--- config.mk ---
export PLATFORM = sky130hd
export DESIGN_NAME = bit_sequence_gen
export DESIGN_NICKNAME = d
export VERILOG_FILES = /design/src/rtl/bit_sequence_gen.sv
export SDC_FILE = /design/constraint.sdc
export NUM_CORES = 1
export LEC_CHECK = 0
export CORE_ASPECT_RATIO = 0.7
export CORE_MARGIN = 2
export CORE_UTILIZATION = 53
export CTS_CLUSTER_SIZE = 14
export DETAILED_ROUTE_END_ITERATION = 10
export PLACE_DENSITY = 0.83
export SYNTH_ARGS = -nofsm -noshare
export SYNTH_HDL_FRONTEND = slang
export SYNTH_SLANG_ARGS = --single-unit
--- constraint.sdc ---
create_clock -name clk -period 3 [get_ports clk]
set_input_delay 0.6 -clock clk [delete_from_list [all_inputs] [get_ports clk]]
set_output_delay 0.6 -clock clk [all_outputs]
set_load 0.005 [all_outputs]
--- src/rtl/bit_sequence_gen.sv ---
// bit_sequence_gen: serial pattern transmitter.
// Accepts {pattern, len, repeat_cnt} over a valid/ready load handshake and
// shifts the pattern out MSB-first (bit len-1 first), one bit per clock,
// for repeat_cnt passes with GAP_CYCLES idle cycles between passes.
// Optional feature: define SEQ_GEN_PARITY_EN to append an even-parity bit
// after pattern[0] of every pass.
module bit_sequence_gen #(
  parameter int MAX_LEN    = 16,
  parameter int CNT_W      = 8,
  parameter int GAP_CYCLES = 0
) (
  input  logic                       clk,
  input  logic                       reset,
  input  logic                       load_valid,
  output logic                       load_ready,
  input  logic [MAX_LEN-1:0]         pattern,
  input  logic [$clog2(MAX_LEN):0]   len,
  input  logic [CNT_W-1:0]           repeat_cnt,
  input  logic                       abort,
  output logic                       out,
  output logic                       out_valid,
  output logic                       busy,
  output logic                       done
);

  localparam int LEN_W = $clog2(MAX_LEN) + 1;
  localparam int IDX_W = $clog2(MAX_LEN);
  localparam int GAP_W = (GAP_CYCLES > 1) ? $clog2(GAP_CYCLES) : 1;

  typedef enum logic [1:0] {
    IDLE,
    SEND,
    GAP
  } state_t;

  state_t             state;
  logic [MAX_LEN-1:0] pat_q;
  logic [IDX_W-1:0]   last_q;    // index of the first bit of a pass (len-1)
  logic [IDX_W-1:0]   bit_idx;   // index of the bit currently on out
  logic [CNT_W-1:0]   passes;    // passes remaining, including the current one
  logic [GAP_W-1:0]   gap_cnt;

  logic [LEN_W-1:0]   len_c;
  logic [IDX_W-1:0]   first_idx;
  logic [IDX_W-1:0]   nxt_idx;
  logic               job_ok;
  logic               pass_end;

`ifdef SEQ_GEN_PARITY_EN
  logic               par_in;
  logic               par_q;
  logic               par_ph;    // parity bit is currently on out

  // Even parity over the low len_c bits of the offered pattern
  always_comb begin
    par_in = 1'b0;
    for (int unsigned i = 0; i < MAX_LEN; i++) begin
      if (i < 32'(len_c)) par_in = par_in ^ pattern[i];
    end
  end
`endif

  // Clamp the offered length and derive the start index for a pass
  always_comb begin
    len_c     = (len > LEN_W'(MAX_LEN)) ? LEN_W'(MAX_LEN) : len;
    first_idx = IDX_W'(len_c - LEN_W'(1));
    job_ok    = (len_c != '0) && (repeat_cnt != '0);
    nxt_idx   = bit_idx - IDX_W'(1);
`ifdef SEQ_GEN_PARITY_EN
    pass_end  = par_ph;
`else
    pass_end  = (bit_idx == '0);
`endif
  end

  // Ready is decoded straight from the state
  always_comb begin
    load_ready = (state == IDLE);
  end

  // Job FSM with registered serial outputs
  always_ff @(posedge clk) begin
    if (reset) begin
      state     <= IDLE;
      pat_q     <= '0;
      last_q    <= '0;
      bit_idx   <= '0;
      passes    <= '0;
      gap_cnt   <= '0;
      out       <= 1'b0;
      out_valid <= 1'b0;
      busy      <= 1'b0;
      done      <= 1'b0;
`ifdef SEQ_GEN_PARITY_EN
      par_q     <= 1'b0;
      par_ph    <= 1'b0;
`endif
    end else begin
      done <= 1'b0;
      case (state)
        IDLE: begin
          if (load_valid) begin
            pat_q   <= pattern;
            last_q  <= first_idx;
            bit_idx <= first_idx;
            passes  <= repeat_cnt;
`ifdef SEQ_GEN_PARITY_EN
            par_q   <= par_in;
            par_ph  <= 1'b0;
`endif
            if (job_ok) begin
              state     <= SEND;
              out       <= pattern[first_idx];
              out_valid <= 1'b1;
              busy      <= 1'b1;
            end else begin
              done <= 1'b1;
            end
          end
        end

        SEND: begin
          if (abort) begin
            state     <= IDLE;
            out       <= 1'b0;
            out_valid <= 1'b0;
            busy      <= 1'b0;
          end else if (pass_end) begin
`ifdef SEQ_GEN_PARITY_EN
            par_ph <= 1'b0;
`endif
            if (passes > CNT_W'(1)) begin
              passes  <= passes - CNT_W'(1);
              bit_idx <= last_q;
              if (GAP_CYCLES > 0) begin
                state     <= GAP;
                out       <= 1'b0;
                out_valid <= 1'b0;
                gap_cnt   <= GAP_W'(GAP_CYCLES - 1);
              end else begin
                out       <= pat_q[last_q];
                out_valid <= 1'b1;
              end
            end else begin
              state     <= IDLE;
              out       <= 1'b0;
              out_valid <= 1'b0;
              busy      <= 1'b0;
              done      <= 1'b1;
            end
          end
`ifdef SEQ_GEN_PARITY_EN
          else if (bit_idx == '0) begin
            out    <= par_q;
            par_ph <= 1'b1;
          end
`endif
          else begin
            bit_idx <= nxt_idx;
            out     <= pat_q[nxt_idx];
          end
        end

        GAP: begin
          if (abort) begin
            state     <= IDLE;
            out       <= 1'b0;
            out_valid <= 1'b0;
            busy      <= 1'b0;
          end else if (gap_cnt == '0) begin
            state     <= SEND;
            out       <= pat_q[last_q];
            out_valid <= 1'b1;
          end else begin
            gap_cnt <= gap_cnt - GAP_W'(1);
          end
        end

        default: begin
          state     <= IDLE;
          out       <= 1'b0;
          out_valid <= 1'b0;
          busy      <= 1'b0;
        end
      endcase
    end
  end

endmodule
* Word-level counts from Yosys, hierarchy flattened
Cells that the tools add are included.
Cells by class: add/sub/neg operators 4, magnitude comparators 5, eq/ne operators 12, mux-type cells 53, bitwise logic cells 1, reduce and logical (&&, ||, !) cells 14
Operator list (count):
- 2-to-1 mux 8 bit | 4
- 2-to-1 mux 1 bit | 27
- 2-to-1 mux 4 bit | 4
- case mux 8 bit (2 select lines) | 1
- < comparator 4 x 5 -> 1 bit, second input constant | 3
- AND reduction 5 bit | 3
- 2-to-1 mux 2 bit | 7
- binary-select mux 1 bit (select 4 bit) | 3
- inequality test 3 bit, second input constant | 4
- inequality test 2 bit, second input constant | 5
- case mux 1 bit (3 select lines) | 3
- > comparator 8 x 1 -> 1 bit, second input constant | 1
- case mux 4 bit (2 select lines) | 1
- AND reduction 4 bit | 2
- nonzero test 8 bit | 1
- subtractor 4 x 1 -> 4 bit, second input constant | 2
- subtractor 8 x 1 -> 8 bit, second input constant | 1
- case mux 2 bit (3 select lines) | 1
- > comparator 5 bit, second input constant | 1
- 2-to-1 mux 5 bit | 1
- nonzero test 5 bit | 1
- zero test 4 bit | 1
- AND reduction 2 bit | 2
- AND reduction 3 bit | 1
- other kinds (9) | 9
Storage, ports and cells: register bits after elaboration 39, input bits 33, output and inout port bits 5, logic and storage cells 99

* Logic depth before layout (Yosys ltp)
Gate-level depths: netlist (run 1).
depth after elaboration 8, mapped depth 10, mapped depth without buffers 8

* Worst setup path after synthesis (run 1)
OpenSTA, ideal clock, no wires.
kind input port to flip-flop, start point in len[4], end point reg out, setup time 0.127 ns, data arrival time 2.394 ns, data required time 2.873 ns, path slack 0.479 ns, stages 7, buffers on the path 0, path through nand2b_1 ha_1 xnor2_1 mux4_2 mux2i_1 mux2i_1 o2bb2ai_1
On the way: word-level cells in the longest chain between the ends 8, elaborated cells between the ends (all ways) 12, those cells by class add/sub (1); order compare (1); eq/ne (1); mux (6); reduce/logical (3)
Ends and longest elaborated chain:
- from (decl) | line 17 | input logic [$clog2(MAX_LEN):0] len,
- > comparator 5 bit | line 65 | len_c = (len > LEN_W'(MAX_LEN)) ? LEN_W'(MAX_LEN) : len;
- 2-to-1 mux 5 bit (*) | line 65
- subtractor 4 x 1 -> 4 bit | line 66 | first_idx = IDX_W'(len_c - LEN_W'(1));
- binary-select mux 1 bit (select 4 bit) | line 113 | out <= pattern[first_idx];
- 2-to-1 mux 1 bit (not written as such) | line 113
- 2-to-1 mux 1 bit | line 111 | if (job_ok) begin
- 2-to-1 mux 1 bit | line 102 | if (load_valid) begin
- case mux 1 bit (3 select lines) | line 100 | case (state)
- to (signal assigned) | line 113
- to (signal assigned) | line 141 | out <= pat_q[last_q];
- to (signal assigned) | line 160 | out <= pat_q[nxt_idx];
- to (decl) | line 20 | output logic out,
Mark *: on every way between the ends. The rest lies on a longest branch, timed or not. The select of a mux whose other input is x is not followed. A chain may end at the register's enable or synchronous reset.

* Worst setup path after layout (run 1)
start point in len[4], end point reg out
On the way: word-level cells in the longest chain between the ends 8, elaborated cells between the ends (all ways) 12, those cells by class add/sub (1); order compare (1); eq/ne (1); mux (6); reduce/logical (3)
Ends and longest elaborated chain:
- > comparator 5 bit | line 65
- 2-to-1 mux 5 bit | line 65
- subtractor 4 x 1 -> 4 bit | line 66
- named net first_idx[0] | line 44 | logic [IDX_W-1:0] first_idx;
- binary-select mux 1 bit (select 4 bit) | line 113
- 2-to-1 mux 1 bit (not written as such) | line 113
- 2-to-1 mux 1 bit | line 111
- 2-to-1 mux 1 bit | line 102
- case mux 1 bit (3 select lines) | line 100
The timed path passes the listed nets, and every way through them passes these cells. The select of a mux whose other input is x is not followed.

==> impl_metrics.json, run 1 <==
{
  "initial_utilization_pct": 55.17,
  "ff2ff_path_depth": 7,
  "clock_latency_ns": 0.28,
  "path_max_fanout": 6,
  "fmax_mhz": 384.1,
  "die_x_microns": 80.14,
  "drt_first_pass_iters": 5,
  "max_slew_margin_pct": 42.30,
  "power_density_mw_per_mm2": 492.7,
  "yosysMostFrequentCell": "nand2_1",
  "dpl.cell_count": 331,
  "hold_depth": 2,
  "status": "complete, no violations",
  "vias_per_cell": 6.015,
  "clock_path_buffers": 2,
  "port-buffer-count": 37,
  "multiInputGateArea_sq_mm": 0.001350,
  "syn-instance-count": 251,
  "p_leak_nw": 0.9794,
  "ir_drop_mv": 0.3111,
  "drt_iter0_markers": 230,
  "required_ns": 3.14,
  "synth_area_leaders": "dfxtp_1 (34%), mux4_2 (13%), nand2_1 (7.9%), a21oi_1 (6.3%), nor2_1 (4.4%)",
  "track_usage_pct": 26.07,
  "holdCritPathClass": "register to register",
  "cp-start-kind": "input port",
  "synth-main-ff-cell": "dfxtp_1",
  "period_share_pct": 86.79,
  "critPathKind": "input port to register",
  "synth_commonest_cells": "nand2_1 (45), dfxtp_1 (36), a21oi_1 (27), nor2_1 (25), mux4_2 (12)",
  "drive_gt1_share_pct": 10.80,
  "yosys_warnings": 0,
  "fin_nets": 324,
  "cts_sinks": 36,
  "hp-start": "pat_q[12]$_SDFFE_PP0P_",
  "num_vias": 2039,
  "grt_pass1_vias": 1758,
  "synth-seq-cells": 36,
  "ios": 38,
  "critPathMaxStageDelay_ns": 0.54,
  "grt_max_degree": 27,
  "synthesis.area_sq_mm": 0.002151,
  "fp.dieArea_sq_mm": 0.004592,
  "drv_slew": 0,
  "htree_levels": 2,
  "grt_pass1_wl_microns": 9032,
  "cts_tree": "yes",
  "clockRootBuffer": "clkbuf_8",
  "drtAntennaViolNets": 0,
  "finalSetupViolCount": 0,
  "rows": 19,
  "cts_setup_buffers": 0,
  "die_y_microns": 57.30,
  "drc_errors": 0,
  "worstHoldEndpoint": "pat_q[12]$_SDFFE_PP0P_",
  "r2r_end": "bit_idx[3]$_SDFFE_PP0P_",
  "cts_resized": 0,
  "fin_skew_ns": 0.006639,
  "diodes": 0,
  "slowest_stage": "mux4_2",
  "layout-area-overhead-vs-synth_pct": 23.68,
  "worst-r2r-setup-slack_ns": 0.49,
  "path_clk_slew_ns": 0.07,
  "ys_types": 43,
  "grt_setup_unrepaired": "false",
  "end_kind": "register",
  "tightest_slew_ns": 0.8628,
  "core-area_sq_mm": 0.003899,
  "cts-buffers-inserted": 5,
  "rr_startpoint": "bit_idx[0]$_SDFFE_PP0P_",
  "netlist.top_cell.by_area": "dfxtp_1",
  "worstPathArrival_ns": 2.75,
  "synth.avg_cell_area_sq_um": 8.569,
  "nFillCells": 320,
  "fin_cells": 339,
  "drv_cap": 0,
  "setup_tns_ns": 0,
  "drt-wirelength-per-cell_microns": 16.54,
  "synth_nets": 289,
  "antenna_found_initial": 0,
  "period_minus_slack_ns": 2.604,
  "routed_wl_microns": 5607,
  "overflow": 0,
  "dp_hpwl_microns": 4221,
  "cts_hold_buf": 0,
  "synth_edf_count": 0,
  "path_cells": "clkdlybuf4s50_1 -> nand2b_1 -> buf_4 -> ha_1 -> mux4_2 -> mux2i_1 -> mux2i_1 -> o2bb2ai_1",
  "synth-async-reset-ratio_pct": 0,
  "seq_area_frac_synth_pct": 33.51,
  "cp-startpoint": "len[4]",
  "synth_top_area_share_pct": 33.51,
  "regArea_sq_um": 720.7,
  "path_common_cell": "mux2i_1",
  "hold_viol": 0,
  "place_congestion": 0.8568
}
sequential cells by signal (all words and copies together), names as in the netlist:
register,count
busy,1
passes,8
pat_q,16
bit_idx,4
out_valid,1
done,1
out,1
last_q,4
stage by stage:
stage	power, W	setup slack, ns	cell area [sq um]	hold WS [ns]	util (%)
2_1_floorplan	0.0008270	0.4787	2151	0.4429	-
3_3_place_gp	0.0009455	0.2072	2570	0.4539	65.92
3_5_place_dp	0.0009572	0.08843	2570	0.4597	65.92
4_1_cts	0.001308	0.3856	2660	0.4692	68.23
5_1_grt	0.001385	0.3127	2660	0.4965	68.23
6_report	0.001311	0.3963	2660	0.4723	68.23
kinds of logic after synthesis:
kind of cell | after synthesis | synth area share (%)
simple gates | 104 | 22.46
compound gates | 62 | 19.20
flops | 36 | 33.51
mux | 22 | 17.28
buf+inv | 20 | 3.839
fa+ha+maj | 5 | 2.909
xor+xnor | 2 | 0.8146
where the power goes:
part / total, W / leakage, nW / internal (W) / switching [W]
clock: 0.000357 / 0.0455 / 0.000187 / 0.000169
combinational: 0.000385 / 0.637 / 0.000195 / 0.000190
sequential: 0.000569 / 0.297 / 0.000519 / 0.0000505
total: 0.00131 / 0.979 / 0.000901 / 0.000410
layout by cell type, fill, tap and decap left out, types with 2 or more instances in the layout:
master	n
o21ai_1	2
clkdlybuf4s50_1	37
a222oi_1	2
mux4_2	12
nand2_1	45
o21ai_0	10
o31ai_1	2
clkbuf_8	6
dfxtp_1	36
or4_1	3
a221oi_1	2
a2111oi_2	2
ha_1	5
a211oi_1	5
a21oi_1	27
a211o_1	3
nor4_1	2
nor3_1	6
inv_1	5
mux2i_1	9
nor2b_1	4
clkbuf_1	2
nor3b_1	2
nor2_1	25
nand2b_1	5
nor4b_1	2
nand3_1	3
buf_4	6
cell type report:
class / count / area share, %
multi-input cells: 195 / 50.75
flip-flops and latches: 36 / 27.09
repair buffers: 43 / 15.62
clock buffers: 8 / 3.387
well taps: 52 / 2.446
inverters: 5 / 0.7056
critical path: cells and delay by family:
| family | cells | cell delay [ns] |
|---|---|---|
| multiplexers | 3 | 0.76 |
| AO/OA/AOI/OAI | 1 | 0.12 |
| AND/OR/NAND/NOR | 1 | 0.21 |
| buffers and inverters | 2 | 0.65 |
| adder cells (fa/ha/maj) | 1 | 0.42 |
worst max path at each step:
stage | endpoint | slack, ns | cells past startpoint
4_1_cts | out$_SDFFE_PP0P_ | 0.39 | 8
2_1_floorplan | out$_SDFFE_PP0P_ | 0.48 | 7
3_5_place_dp | out$_SDFFE_PP0P_ | 0.09 | 8
3_3_place_gp | out$_SDFFE_PP0P_ | 0.21 | 8
6_report | out$_SDFFE_PP0P_ | 0.40 | 8
5_1_grt | out$_SDFFE_PP0P_ | 0.31 | 8
routing by layer:
metal  vias up  global-route usage, %  share of wire (%)
met5         -                      0                  0
met1       942                  41.58                 46
met3         4                  6.013                9.8
met4         0                  7.022               0.73
li1        984                      -                  -
met2       109                  35.12                 43
Note: power is estimated with default switching activity, not from simulation.
==> run 2, diff against run 1 <==
--- a/config.mk
+++ b/config.mk
@@ -7,10 +7,11 @@
 export LEC_CHECK = 0
 export CORE_ASPECT_RATIO = 0.7
 export CORE_MARGIN = 2
-export CORE_UTILIZATION = 53
+export CORE_UTILIZATION = 54
+export CTS_BUF_LIST = sky130_fd_sc_hd__clkbuf_2 sky130_fd_sc_hd__clkbuf_4 sky130_fd_sc_hd__clkbuf_8
 export CTS_CLUSTER_SIZE = 14
 export DETAILED_ROUTE_END_ITERATION = 10
-export PLACE_DENSITY = 0.83
+export PLACE_DENSITY = 0.85
 export SYNTH_ARGS = -nofsm -noshare
 export SYNTH_HDL_FRONTEND = slang
 export SYNTH_SLANG_ARGS = --single-unit
==> impl_metrics.json, run 2 (same netlist as run 1, synthesis figures left out) <==
{
  "cp-start-kind": "input port",
  "cts-buffers-inserted": 5,
  "final_common_cell": "nand2_1",
  "finalSetupViolCount": 0,
  "status": "complete, no violations",
  "path_max_fanout": 6,
  "diodes": 0,
  "ios": 38,
  "drc_errors": 0,
  "tightest_slew_ns": 0.5618,
  "vias_per_cell": 6.263,
  "setup_tns_ns": 0,
  "htree_levels": 2,
  "clock_path_buffers": 2,
  "drv_cap": 0,
  "drive_gt1_share_pct": 11.19,
  "p_leak_nw": 0.9938,
  "cts_setup_buffers": 0,
  "grt_pass1_wl_microns": 9604,
  "layout-area-overhead-vs-synth_pct": 25.01,
  "routed_wl_microns": 5750,
  "initial_utilization_pct": 55.51,
  "drt_iter0_markers": 228,
  "period_minus_slack_ns": 2.636,
  "dp_hpwl_microns": 4260,
  "die_x_microns": 79.43,
  "critPathKind": "input port to register",
  "cts_sinks": 36,
  "max_slew_margin_pct": 62.41,
  "final_cell_mix": "nand2_1 (45), clkdlybuf4s50_1 (37), dfxtp_1 (36)",
  "port-buffer-count": 37,
  "rows": 19,
  "cts_hold_buf": 0,
  "cts_resized": 0,
  "regMostFlops": "pat_q",
  "ir_drop_mv": 0.3648,
  "largest_reg_flops": 16,
  "overflow": 0,
  "clock_latency_ns": 0.29,
  "fin_skew_ns": 0.009804,
  "drt-wirelength-per-cell_microns": 17.01,
  "drtAntennaViolNets": 0,
  "num_vias": 2117,
  "holdCritPathClass": "register to register",
  "antenna_found_initial": 0,
  "core-area_sq_mm": 0.003875,
  "holdWs_ns": 0.4775,
  "drv_slew": 0,
  "place_congestion": 0.8904,
  "fp.dieArea_sq_mm": 0.004512,
  "drt_first_pass_iters": 5,
  "end_kind": "register",
  "power_density_mw_per_mm2": 530.8,
  "fmax_mhz": 379.3,
  "period_share_pct": 87.87,
  "worstPathArrival_ns": 2.80,
  "utilization_pct": 69.39,
  "path_clk_slew_ns": 0.07,
  "top_regs": "pat_q: 16 flops, passes: 8 flops",
  "die_y_microns": 56.80,
  "required_ns": 3.16,
  "clockRootBuffer": "clkbuf_8",
  "grt_setup_unrepaired": "false",
  "grt_pass1_vias": 1969,
  "slowest_stage": "mux4_2",
  "nFillCells": 311,
  "grt_max_degree": 38,
  "hold_viol": 0,
  "path_common_cell": "mux2i_1",
  "critPathMaxStageDelay_ns": 0.50,
  "cts_tree": "yes",
  "path_cells": "clkdlybuf4s50_1 -> nand2b_1 -> ha_1 -> xnor2_1 -> buf_4 -> mux4_2 -> mux2i_1 -> mux2i_1 -> o2bb2ai_1",
  "fin_nets": 323,
  "track_usage_pct": 27.75
}
run 2: changes by cell type in the layout (fill, tap and decap cells not counted):
cell and change:
buf_4 -1, clkbuf_1 -2, clkbuf_8 +1, bufinv_16 +1
run 2: power by group:
| group | switching [W] | leakage (nW) | internal (W) |
|---|---|---|---|
| clock | 0.000178 | 0.0645 | 0.000293 |
| sequential | 0.0000531 | 0.297 | 0.000519 |
| combinational | 0.000190 | 0.632 | 0.000194 |
run 2: area by class of cell:
| class | count | area [sq um] | share of cell area [%] |
|---|---|---|---|
| Multi-Input combinational cell | 195 | 1350 | 50.21 |
| Timing Repair Buffer | 42 | 407.9 | 15.17 |
| Clock inverter | 1 | 30.03 | 1.117 |
| Tap cell | 52 | 65.06 | 2.420 |
| Sequential cell | 36 | 720.7 | 26.80 |
| Clock buffer | 7 | 96.34 | 3.583 |
| Inverter | 5 | 18.77 | 0.6980 |
run 2: worst max-delay path: cells and delay by family:
family                     cells  cell delay [ns]
AOI/OAI and AO/OA              1             0.12
xor gates and xnor gates       1             0.17
adders and majority gates      1             0.25
buffers and inverters          2             0.66
muxes                          3             0.73
and+or+nand+nor                1             0.26
run 2: worst paths after layout:
kind / from / end / slack, ns / cells after the start
max: len[4] / out$_SDFFE_PP0P_ / 0.36 / 9
min: pat_q[14]$_SDFFE_PP0P_ / pat_q[14]$_SDFFE_PP0P_ / 0.48 / 2
max reg2reg: bit_idx[0]$_SDFFE_PP0P_ / bit_idx[3]$_SDFFE_PP0P_ / 0.49 / 7
min reg2reg: pat_q[14]$_SDFFE_PP0P_ / pat_q[14]$_SDFFE_PP0P_ / 0.48 / 2
run 2: metal layers:
metal | vias up | GRT usage, % | routed length, microns
li1 | 977 | - | -
met1 | 1019 | 39.92 | 2592
met2 | 108 | 40.58 | 2560
met3 | 13 | 7.074 | 506
met4 | 0 | 9.113 | 91
met5 | - | 0 | 0
run 2: metrics by stage:
step | instance area (sq um) | total power [W] | worst slack (ns) | cells
5_1_grt | 2689 | 0.001493 | 0.2411 | 338
2_1_floorplan | 2151 | 0.0008270 | 0.4787 | 251
3_5_place_dp | 2562 | 0.0009560 | 0.07785 | 330
4_1_cts | 2689 | 0.001418 | 0.3704 | 338
6_report | 2689 | 0.001427 | 0.3638 | 338
3_3_place_gp | 2562 | 0.0009444 | 0.1422 | 330
==> run 3, diff against run 2 <==
--- a/config.mk
+++ b/config.mk
@@ -5,6 +5,7 @@
 export SDC_FILE = /design/constraint.sdc
 export NUM_CORES = 1
 export LEC_CHECK = 0
+export ABC_CLOCK_PERIOD_IN_PS = 3000
 export CORE_ASPECT_RATIO = 0.7
 export CORE_MARGIN = 2
 export CORE_UTILIZATION = 54
==> results of run 3 <==
No change in the layout: final DEF, timing and power equal those of run 2.
